===== src/rtl/fifo_reader_if.sv =====
// Bundles the FIFO read port and the outgoing valid/ready stream.
// The master modport is the reader's view and the slave modport is the environment's view.
interface fifo_reader_if #(
   parameter int FIFO_WIDTH = 16
);
   logic                  fifo_empty;
   logic                  fifo_almostempty;
   logic [FIFO_WIDTH-1:0] fifo_dout;
   logic                  fifo_underflow;
   logic                  fifo_rd_en;
   logic [FIFO_WIDTH-1:0] m_data;
   logic                  m_valid;
   logic                  m_ready;

   modport master (
      input  fifo_empty,
      input  fifo_almostempty,
      input  fifo_dout,
      input  fifo_underflow,
      input  m_ready,
      output fifo_rd_en,
      output m_data,
      output m_valid
   );

   modport slave (
      output fifo_empty,
      output fifo_almostempty,
      output fifo_dout,
      output fifo_underflow,
      output m_ready,
      input  fifo_rd_en,
      input  m_data,
      input  m_valid
   );
endinterface


===== src/rtl/fifo_reader.sv =====
// Drains a synchronous FIFO into a 2-entry skid buffer that feeds a valid/ready stream.
// Reads are credit-limited, and words returned with fifo_underflow are dropped and counted.
module fifo_reader #(
   parameter int FIFO_WIDTH = 16,
   parameter int ERR_CNT_W  = 8
) (
   input  logic                 clk,
   input  logic                 rst_n,
   fifo_reader_if.master        bus,
   output logic [ERR_CNT_W-1:0] underflow_cnt,
   output logic                 err
);

   localparam logic [1:0]           OCC_EMPTY = 2'd0;
   localparam logic [1:0]           OCC_ONE   = 2'd1;
   localparam logic [1:0]           OCC_FULL  = 2'd2;
   localparam logic [ERR_CNT_W-1:0] CNT_ONE   = ERR_CNT_W'(1);

   logic [1:0]            occ_q, occ_d;
   logic                  infl_q, infl_d;
   logic [FIFO_WIDTH-1:0] head_q, head_d;
   logic [FIFO_WIDTH-1:0] tail_q, tail_d;
   logic [ERR_CNT_W-1:0]  cnt_q, cnt_d;
   logic                  err_q, err_d;
   logic                  pop;
   logic                  push;
   logic                  drop;
   logic                  rd_en;

   function automatic logic [ERR_CNT_W-1:0] sat_inc(input logic [ERR_CNT_W-1:0] v);
      return (&v) ? v : v + CNT_ONE;
   endfunction

   // Words already buffered plus the one in flight, minus the one leaving now, must stay below 2.
   function automatic logic has_credit(input logic [1:0] occ, input logic infl, input logic pop_now);
      logic [2:0] pending;
      pending = {1'b0, occ} + {2'b00, infl} - {2'b00, pop_now};
      return pending < 3'd2;
   endfunction

   always_comb begin
      pop   = (occ_q != OCC_EMPTY) && bus.m_ready;
      push  = infl_q && !bus.fifo_underflow;
      drop  = infl_q && bus.fifo_underflow;
      rd_en = rst_n && !bus.fifo_empty && has_credit(occ_q, infl_q, pop);
   end

   always_comb begin
      occ_d  = occ_q;
      head_d = head_q;
      tail_d = tail_q;
      infl_d = rd_en;
      unique case ({push, pop})
         2'b10: begin
            if (occ_q == OCC_EMPTY) head_d = bus.fifo_dout;
            else                    tail_d = bus.fifo_dout;
            occ_d = occ_q + 2'd1;
         end
         2'b01: begin
            if (occ_q == OCC_FULL) head_d = tail_q;
            occ_d = occ_q - 2'd1;
         end
         2'b11: begin
            // The departing head is replaced in order; the newcomer goes behind any tail.
            if (occ_q == OCC_ONE) begin
               head_d = bus.fifo_dout;
            end else begin
               head_d = tail_q;
               tail_d = bus.fifo_dout;
            end
         end
         default: ;
      endcase
   end

   always_comb begin
      cnt_d = cnt_q;
      err_d = err_q;
      if (drop) begin
         cnt_d = sat_inc(cnt_q);
         err_d = 1'b1;
      end
   end

   always_ff @(posedge clk) begin
      if (!rst_n) begin
         occ_q  <= OCC_EMPTY;
         infl_q <= 1'b0;
         head_q <= '0;
         tail_q <= '0;
         cnt_q  <= '0;
         err_q  <= 1'b0;
      end else begin
         occ_q  <= occ_d;
         infl_q <= infl_d;
         head_q <= head_d;
         tail_q <= tail_d;
         cnt_q  <= cnt_d;
         err_q  <= err_d;
      end
   end

   assign bus.fifo_rd_en = rd_en;
   assign bus.m_valid    = (occ_q != OCC_EMPTY);
   assign bus.m_data     = head_q;
   assign underflow_cnt  = cnt_q;
   assign err            = err_q;

endmodule


===== src/flat_wrapper.sv =====
// flat-port wrapper written by rule: the top's interface ports become plain ports
module fifo_reader_flat 
#(
   parameter int FIFO_WIDTH = 16,
   parameter int ERR_CNT_W  = 8
)
  (clk, rst_n, underflow_cnt, err, bus_fifo_empty, bus_fifo_almostempty, bus_fifo_dout, bus_fifo_underflow, bus_m_ready, bus_fifo_rd_en, bus_m_data, bus_m_valid);
  fifo_reader_if #(.FIFO_WIDTH(FIFO_WIDTH)) bus_i ();
  input  logic clk;
  input  logic rst_n;
  output logic [ERR_CNT_W-1:0] underflow_cnt;
  output logic err;
  input wire logic [$bits(bus_i.fifo_empty)-1:0] bus_fifo_empty;
  input wire logic [$bits(bus_i.fifo_almostempty)-1:0] bus_fifo_almostempty;
  input wire logic [$bits(bus_i.fifo_dout)-1:0] bus_fifo_dout;
  input wire logic [$bits(bus_i.fifo_underflow)-1:0] bus_fifo_underflow;
  input wire logic [$bits(bus_i.m_ready)-1:0] bus_m_ready;
  output wire logic [$bits(bus_i.fifo_rd_en)-1:0] bus_fifo_rd_en;
  output wire logic [$bits(bus_i.m_data)-1:0] bus_m_data;
  output wire logic [$bits(bus_i.m_valid)-1:0] bus_m_valid;
  assign bus_i.fifo_empty = bus_fifo_empty;
  assign bus_i.fifo_almostempty = bus_fifo_almostempty;
  assign bus_i.fifo_dout = bus_fifo_dout;
  assign bus_i.fifo_underflow = bus_fifo_underflow;
  assign bus_i.m_ready = bus_m_ready;
  assign bus_fifo_rd_en = bus_i.fifo_rd_en;
  assign bus_m_data = bus_i.m_data;
  assign bus_m_valid = bus_i.m_valid;
  fifo_reader #(.FIFO_WIDTH(FIFO_WIDTH), .ERR_CNT_W(ERR_CNT_W)) u_core (.clk(clk), .rst_n(rst_n), .bus(bus_i), .underflow_cnt(underflow_cnt), .err(err));
endmodule

===== config.mk =====
export PLATFORM = sky130hd
export DESIGN_NAME = fifo_reader_flat
export DESIGN_NICKNAME = d
export VERILOG_FILES = /design/src/rtl/fifo_reader_if.sv /design/src/rtl/fifo_reader.sv /design/src/flat_wrapper.sv
export SDC_FILE = /design/constraint.sdc
export NUM_CORES = 1
export LEC_CHECK = 0
export CAP_MARGIN = 25
export CORE_ASPECT_RATIO = 1.4
export CORE_MARGIN = 1.5
export CORE_UTILIZATION = 48
export DETAILED_ROUTE_END_ITERATION = 16
export PLACE_DENSITY = 0.78
export SYNTH_ARGS = -nofsm -noshare
export SYNTH_HDL_FRONTEND = slang
export SYNTH_SLANG_ARGS = --single-unit

===== constraint.sdc =====
create_clock -name clk -period 2.7 [get_ports clk]
set_input_delay 0.405 -clock clk [delete_from_list [all_inputs] [get_ports clk]]
set_output_delay 0.405 -clock clk [all_outputs]
set_load 0.02 [all_outputs]

After elaboration in Yosys (flattened, before gate mapping) --
Index checks and enable logic that the tools add are counted.
Cells by class: add/subtract/negate cells 5, order comparisons 1, eq/ne operators 9, mux-type cells 8, bitwise logic cells 1, reductions and logical operators 16
Operator list (count):
- $mux 16 | 5
- $pmux 16 s3 | 1
- $pmux 16 s2 | 1
- $add 8x1->8 const B | 1
- $reduce_and 8->1 | 1
- $eq 2x2->1 const B | 3
- $reduce_and 3->1 | 2
- $reduce_bool 2->1 | 3
- $logic_and 1x1->1 | 5
- $eq 2x1->1 const B | 2
- $ne 2x1->1 const B | 2
- $ne 2x2->1 const B | 2
- $pmux 2 s2 | 1
- $add 2x1->3 | 1
- $lt 3x2->1 const B | 1
- $reduce_bool 3->1 | 1
- $sub 3x1->3 | 1
- $add 2x1->2 const B | 1
- $logic_not 1->1 | 2
- $logic_not 2->1 | 1
- $reduce_and 2->1 | 1
- $sub 2x1->2 const B | 1
- $not 1->1 | 1
Storage, ports and cells: register bits 44, input port bits 22, output and inout bits 27, word-level logic and storage cells 46

Logic depth before layout (Yosys ltp) --
Gate-level depths: netlist (run 1).
depth in word-level cells 5, gate-level depth with buffers 10, gate-level depth less buffers 9

Least setup slack after synthesis (run 1) --
Ideal clock, no wire load.
kind register to output, from register u_core.occ_q[1], to output port bus_fifo_rd_en, arrival time 2413 ps, required time 2295 ps, path slack -118 ps, stages on the path, launching flop included 10, buffers on the path 0, path through dfxtp_1 -> inv_1 -> ha_1 -> nand2b_4 -> inv_2 -> ha_1 -> or2b_1 -> fa_1 -> xor2_1 -> nor3_1
On the way: cells in the longest elaborated chain, start to end 5, elaborated cells on any way between the ends 6, those cells by class 2 x add/sub; 1 x order compare; 3 x reduce/logical
RTL lines:
- start: declaration | line fifo_reader.sv:19 | logic [1:0] occ_q, occ_d;
- start signal: assignment | line fifo_reader.sv:87 | occ_q <= OCC_EMPTY;
- start signal: assignment | line fifo_reader.sv:94 | occ_q <= occ_d;
- parallel branches: the longest is 2 deep, another holds $add 2x1->3
- $sub 3x1->3 (*) | line fifo_reader.sv:37 | pending = {1'b0, occ} + {2'b00, infl} - {2'b00, pop_now};
- $lt 3x2->1 (*) | line fifo_reader.sv:38 | return pending < 3'd2;
- $logic_and 1x1->1 (*) | line fifo_reader.sv:45 | rd_en = rst_n && !bus.fifo_empty && has_credit(occ_q, infl_q, pop);
- end: declaration | line flat_wrapper.sv:18 | output wire logic [$bits(bus_i.fifo_rd_en)-1:0] bus_fifo_rd_en;
Every way passes the cells marked *.

Worst setup path in the final report (run 1) --
Same ends and word-level chain as after synthesis.

==> impl_metrics.tcl, run 1 <==
set metrics [dict create \
    status "complete, but fails checks" \
    violations "setup timing" \
    clk_latency_ns 0.30 \
    powerDensity_nw_per_um2 931.6 \
    holdBufCountCts 0 \
    die_area_um2 4477 \
    final_cell_area_um2 2655 \
    max_freq_mhz 367.8 \
    period_share_pct 100.7 \
    multi_input_area_um2 1022 \
    setup_viol 1 \
    antenna_found_initial 0 \
    fillers 326 \
    wl_um 4257 \
    seq_area_um2 883.3 \
    yosysSeqAreaShare_pct 44.98 \
    synth_cell_types 39 \
    final_cell_mix "46 x clkdlybuf4s50_1, 42 x dfxtp_1, 38 x nor2_1, 18 x o21ai_0, 17 x mux2i_1" \
    gp_congestion 0.7626 \
    grt_overflow_total 0 \
    dp_hpwl_um 2887 \
    cts_sinks 44 \
    synth_edf_count 0 \
    placed_area_um2 2515 \
    whs_ns 0.4740 \
    final_max_slew_viol_count 0 \
    grt_use_met2_pct 34.71 \
    ys_seq_elements 44 \
    crit_type "register to output pin" \
    cts.path.max_buffers 2 \
    ir_worst_vdd_mv 0.7350 \
    initial_core_util_pct 49.97 \
    dpl.cell_count 295 \
    fin_util_pct 67.75 \
    fin_tns_setup_ns -0.01919 \
    nets 290 \
    core-area_um2 3919 \
    start_kind "register" \
    grtUsageMet3_pct 5.437 \
    synth_cells 205 \
    endpoint_kind "output pin" \
    antenna_cells 0 \
    grt_usage_pct 20.79 \
    io_pins 49 \
    grt_first_pass_wirelength_um 7334 \
    drive_gt1_share_pct 14.62 \
    cts_setup_buffers 0 \
    met1_usage_pct 24.95 \
    ant_nets 0 \
    cts_made_buffers 5 \
    die_h_um 78.57 \
    drc 0 \
    cp_max_fo 2 \
    worst_slew_pin_slew_ns 0.7675 \
    synth_area_per_cell_um2 9.552 \
    fp-row-count 27 \
    slew_headroom_pct 48.83 \
    drtIter0Drc 45 \
    p_leak_nw 1.130 \
    required_ns 2.30 \
    async_flop_share_pct 0 \
    syn_to_final_growth_pct 35.59 \
    routedWlPerCell_um 14.05 \
    vias 1686 \
    layout_commonest_cell "clkdlybuf4s50_1" \
    clk_pin_slew_worst_paths_ns 0.08 \
    first_global_vias 1613 \
    top_usage_layer "met2" \
    numPortBuffers 47 \
    arrival_ns 2.31 \
    yosys_warnings 0 \
    rsz0062_at_grt "yes" \
    stdcell_count 303 \
    grt_max_degree 25 \
    root_buffer "clkbuf_8" \
    cts_tree "yes" \
    hp-class "register to register" \
    syn_nets 236 \
    hold_violations 0 \
    worst_slack_ns -0.01919 \
    syn_area_um2 1958 \
    drt_first_pass_iters 4 \
    fin_worst_skew_ns 0.006818 \
    vias_per_cell 5.564 \
    synth_flop_cell "dfxtp_1" \
    die_x_um 56.98 \
    max_cap_violations 0 \
    fin_crit_ns 2.719 \
    cts_max_level 2 \
]
-- kinds of logic after synthesis --
family / Yosys count / synth area share [%]
AND/OR/NAND/NOR: 63 / 15.46
AO/OA/AOI/OAI: 50 / 18.34
flip-flops: 44 / 44.98
buffers and inverters: 18 / 4.600
multiplexers: 17 / 8.690
adder cells (fa/ha/maj): 9 / 6.134
XOR/XNOR: 4 / 1.789
-- final timing paths --
path / startpoint / endpoint / slack (ns) / depth (start not counted)
max: u_core.occ_q[1] / bus_fifo_rd_en / -0.02 / 10
min: u_core.err / u_core.err / 0.47 / 1
max reg2reg: u_core.occ_q[1] / u_core.bus.m_data[6] / 0.52 / 10
min reg2reg: u_core.err / u_core.err / 0.47 / 1
-- cells in the mapped netlist, types with 2 or more instances --
library cell,count,area [µm²]
dfxtp_1,44,880.8
nor2_1,38,142.6
o21ai_0,18,90.09
mux2i_1,17,170.2
a221oi_1,16,140.1
ha_1,8,100.1
inv_1,7,26.28
nand2_1,4,15.01
nor3_1,4,20.02
o21a_1,4,30.03
xor2_1,4,35.03
a21oi_1,3,15.01
buf_2,3,15.01
clkbuf_1,3,11.26
nand4_1,3,18.77
a211oi_1,2,15.01
buf_6,2,22.52
nand3_1,2,10.01
or2b_1,2,15.01
or3_1,2,12.51
-- routing by layer --
metal  share of wire, %  vias to the layer above
met5                  0                        -
met4                1.6                        0
met3                4.5                        5
met2                 50                       37
met1                 43                      802
li1                   -                      842
-- sequential cells by signal, summed over array words and instances, names as in the netlist --
signal                count
u_core.tail_q            16
u_core.occ_q              2
u_core.underflow_cnt      8
u_core.bus.m_data        16
u_core.err                1
u_core.infl_q             1
-- through the flow --
step	setup WS [ns]	power, mW
floorplan	0.04141	1.541
global placement	-0.4574	1.959
detailed placement	-0.5024	1.972
CTS	-0.03724	2.490
global route	-0.1308	2.639
finish	-0.01919	2.473
-- worst max-delay path: stages, from the launching register on --
cell and delay (ns):
dfxtp_2 0.34, inv_2 0.05, ha_4 0.15, nand2b_4 0.14, inv_4 0.06, ha_4 0.18, or2b_1 0.23, fa_2 0.53
nand2_2 0.06, nor3_2 0.11, buf_4 0.16
-- power breakdown --
| part | switching, mW | internal [mW] | leakage [nW] | total, mW |
|---|---|---|---|---|
| registers | 0.0924 | 0.826 | 0.359 | 0.919 |
| logic | 0.548 | 0.517 | 0.716 | 1.06 |
| clock network | 0.215 | 0.275 | 0.0552 | 0.490 |
-- final cells by class --
type | instances | area share, %
clock inverter | 2 | 1.320
timing repair buffer | 57 | 20.92
sequential | 44 | 33.27
tap | 43 | 2.026
multi-input combinational | 143 | 38.50
inverter | 8 | 1.225
clock buffer | 6 | 2.733
-- timing repair --
action | CTS | global route
resized for setup | 14 | 1
pin swaps | 1 | 0
setup endpoints to repair | 1 | 1
Power figures use the tool's default switching activity.
==> inputs of run 2 (changes only) <==
Settings changed: RECOVER_POWER set to 100.
==> run 2 against run 1 <==
Effect of this change:
- highest routed layer unchanged
- clock power hardly changed
- cell count stayed put
- sequential share of layout area is 0.11 points higher
- die area stayed put
- routed wire length is 0.21% lower
- register-to-register slack worse by 0.28 ns
- sequential power is 0.8% lower
- largest power group unchanged
- final area is 0.33% lower
- global-route usage stayed put
- sequential cell count stayed put
- the run still ends with setup timing left
- power is 2.3% lower
- first-iteration DRC count is 2.2% higher
- critical endpoint unchanged
==> impl_metrics.tcl, run 2 (same netlist as run 1, synthesis figures left out) <==
set metrics [dict create \
    r2r_cells 10 \
    violations "setup timing" \
    clk_pin_slew_worst_paths_ns 0.08 \
    p_sw_mw 0.8475 \
    setup_viol 1 \
    worst_slack_ns -0.02016 \
    nets 290 \
    die_area_um2 4477 \
    min_path_cells 1 \
    stdcell_count 303 \
    wl_um 4248 \
    arrival_ns 2.32 \
    timing.rr.start "u_core.occ_q[1]" \
    grtUsageMet3_pct 5.437 \
    pwr-share-seq_pct 37.8 \
    fin_util_pct 67.53 \
    powerDensity_nw_per_um2 912.9 \
    fp-row-count 27 \
    cts_max_level 2 \
    final_max_slew_viol_count 0 \
    drt_first_pass_iters 4 \
    die_h_um 78.57 \
    met1_usage_pct 24.95 \
    hold_violations 0 \
    cts_made_buffers 5 \
    root_buffer "clkbuf_8" \
    fin_crit_ns 2.720 \
    power_frac_comb_pct 42.0 \
    grt_use_met2_pct 34.71 \
    grt_overflow_total 0 \
    dp_hpwl_um 2887 \
    dpl.cell_count 295 \
    final_cell_mix "42 x dfxtp_1, 38 x nor2_1, 27 x dlygate4sd3_1, 19 x o21ai_0, 19 x clkdlybuf4s50_1" \
    period_share_pct 100.7 \
    rsz0062_at_grt "yes" \
    clk_latency_ns 0.30 \
    ir_worst_vdd_mv 0.7192 \
    grt_max_degree 25 \
    max_freq_mhz 367.6 \
    min_from "u_core.err" \
    antenna_cells 0 \
    cts.path.max_buffers 2 \
    p_leak_nw 1.208 \
    slew_headroom_pct 19.72 \
    cts_tree "yes" \
    start_kind "register" \
    die_x_um 56.98 \
    min_to "u_core.err" \
    status "complete, but fails checks" \
    top_usage_layer "met2" \
    drive_gt1_share_pct 13.85 \
    r2r_slack_ns 0.24 \
    layout_commonest_cell "dfxtp_1" \
    endpoint_kind "output pin" \
    io_pins 49 \
    core-area_um2 3919 \
    cts_sinks 44 \
    grt_usage_pct 20.79 \
    fin_worst_skew_ns 0.006900 \
    crit_type "register to output pin" \
    cts_setup_buffers 0 \
    fillers 329 \
    initial_core_util_pct 49.97 \
    p_sw_share_pct 35.08 \
    first_global_vias 1613 \
    worst_slew_pin_slew_ns 1.192 \
    numPortBuffers 47 \
    antenna_found_initial 0 \
    syn_to_final_growth_pct 35.14 \
    vias 1689 \
    routedWlPerCell_um 14.02 \
    rr_endpoint "u_core.tail_q[14]" \
    power_frac_clock_pct 20.3 \
    hp-class "register to register" \
    drtIter0Drc 46 \
    max_cap_violations 0 \
    gp_congestion 0.7626 \
    p_int_mw 1.568 \
    ant_nets 0 \
    cp_max_fo 2 \
    grt_first_pass_wirelength_um 7334 \
    drc 0 \
    required_ns 2.30 \
    vias_per_cell 5.574 \
]
run 2: cell types whose count changed in the layout (fill, tap and decap cells not counted):
cell             previous run  this run
o211ai_2                    1         0
dlygate4sd3_1               0        27
o21ai_2                     1         0
clkdlybuf4s50_1            46        19
o211ai_1                    0         1
o21ai_0                    18        19
run 2: per-layer routing:
layer	up-vias	share of wire (%)
met5	-	0
met4	0	1.6
met3	5	5.0
met2	44	50
met1	796	43
li1	844	-
run 2: worst max-delay path by stage:
stage | cells past startpoint | endpoint | start | slack (ns)
3_3_place_gp | 9 | bus_fifo_rd_en | bus_m_ready | -0.46
4_1_cts | 10 | bus_fifo_rd_en | u_core.occ_q[1] | -0.04
5_1_grt | 10 | bus_fifo_rd_en | u_core.occ_q[1] | -0.13
3_5_place_dp | 9 | bus_fifo_rd_en | bus_m_ready | -0.50
2_1_floorplan | 9 | bus_fifo_rd_en | u_core.occ_q[1] | 0.04
6_report | 10 | bus_fifo_rd_en | u_core.occ_q[1] | -0.02
run 2: final cells by class:
class | instances | area, µm² | share of cell area [%]
multi-input combinational | 143 | 1013 | 38.30
sequential | 44 | 883.3 | 33.38
timing repair buffer | 57 | 555.5 | 20.99
clock buffer | 6 | 72.57 | 2.742
tap | 43 | 53.80 | 2.033
clock inverter | 2 | 35.03 | 1.324
inverter | 8 | 32.53 | 1.229
run 2: per-stage QoR:
step | hold WS (ns) | power (mW) | worst slack [ns] | cell area [µm²] | setup TNS (ns)
floorplan | 0.4645 | 1.541 | 0.04141 | 1963 | 0
global placement | 0.4466 | 1.959 | -0.4574 | 2515 | -0.4574
detailed placement | 0.4628 | 1.972 | -0.5024 | 2515 | -0.5024
CTS | 0.4811 | 2.490 | -0.03724 | 2653 | -0.03724
global route | 0.4982 | 2.583 | -0.1308 | 2646 | -0.1308
finish | 0.4700 | 2.416 | -0.02016 | 2646 | -0.02016
run 2: repair_timing:
item                       CTS  global route
hold buffers                 0             0
setup endpoints to repair    1             1
pin swaps                    1             0
gates resized for setup     14             1
run 2: critical path, stage by stage, from the launching register on:
cell      delay, ns
dfxtp_2        0.34
inv_2          0.05
ha_4           0.15
nand2b_4       0.14
inv_4          0.06
ha_4           0.18
or2b_1         0.23
fa_2           0.53
nand2_2        0.06
nor3_2         0.11
buf_4          0.16
run 2: power groups by stage:
stage / clock, mW / sequential, mW / combinational, mW
after floorplan: 0 / 1.08 / 0.462
after global placement: 0 / 0.926 / 1.03
after detailed placement: 0 / 0.927 / 1.04
after CTS: 0.495 / 0.920 / 1.07
after global routing: 0.530 / 0.937 / 1.12
final: 0.490 / 0.912 / 1.01
==> inputs of run 3 (changes only) <==
Settings changed: SLEW_MARGIN set to 0.
==> results of run 3 <==
The final DEF is identical to that of run 2; final timing and power are the same.
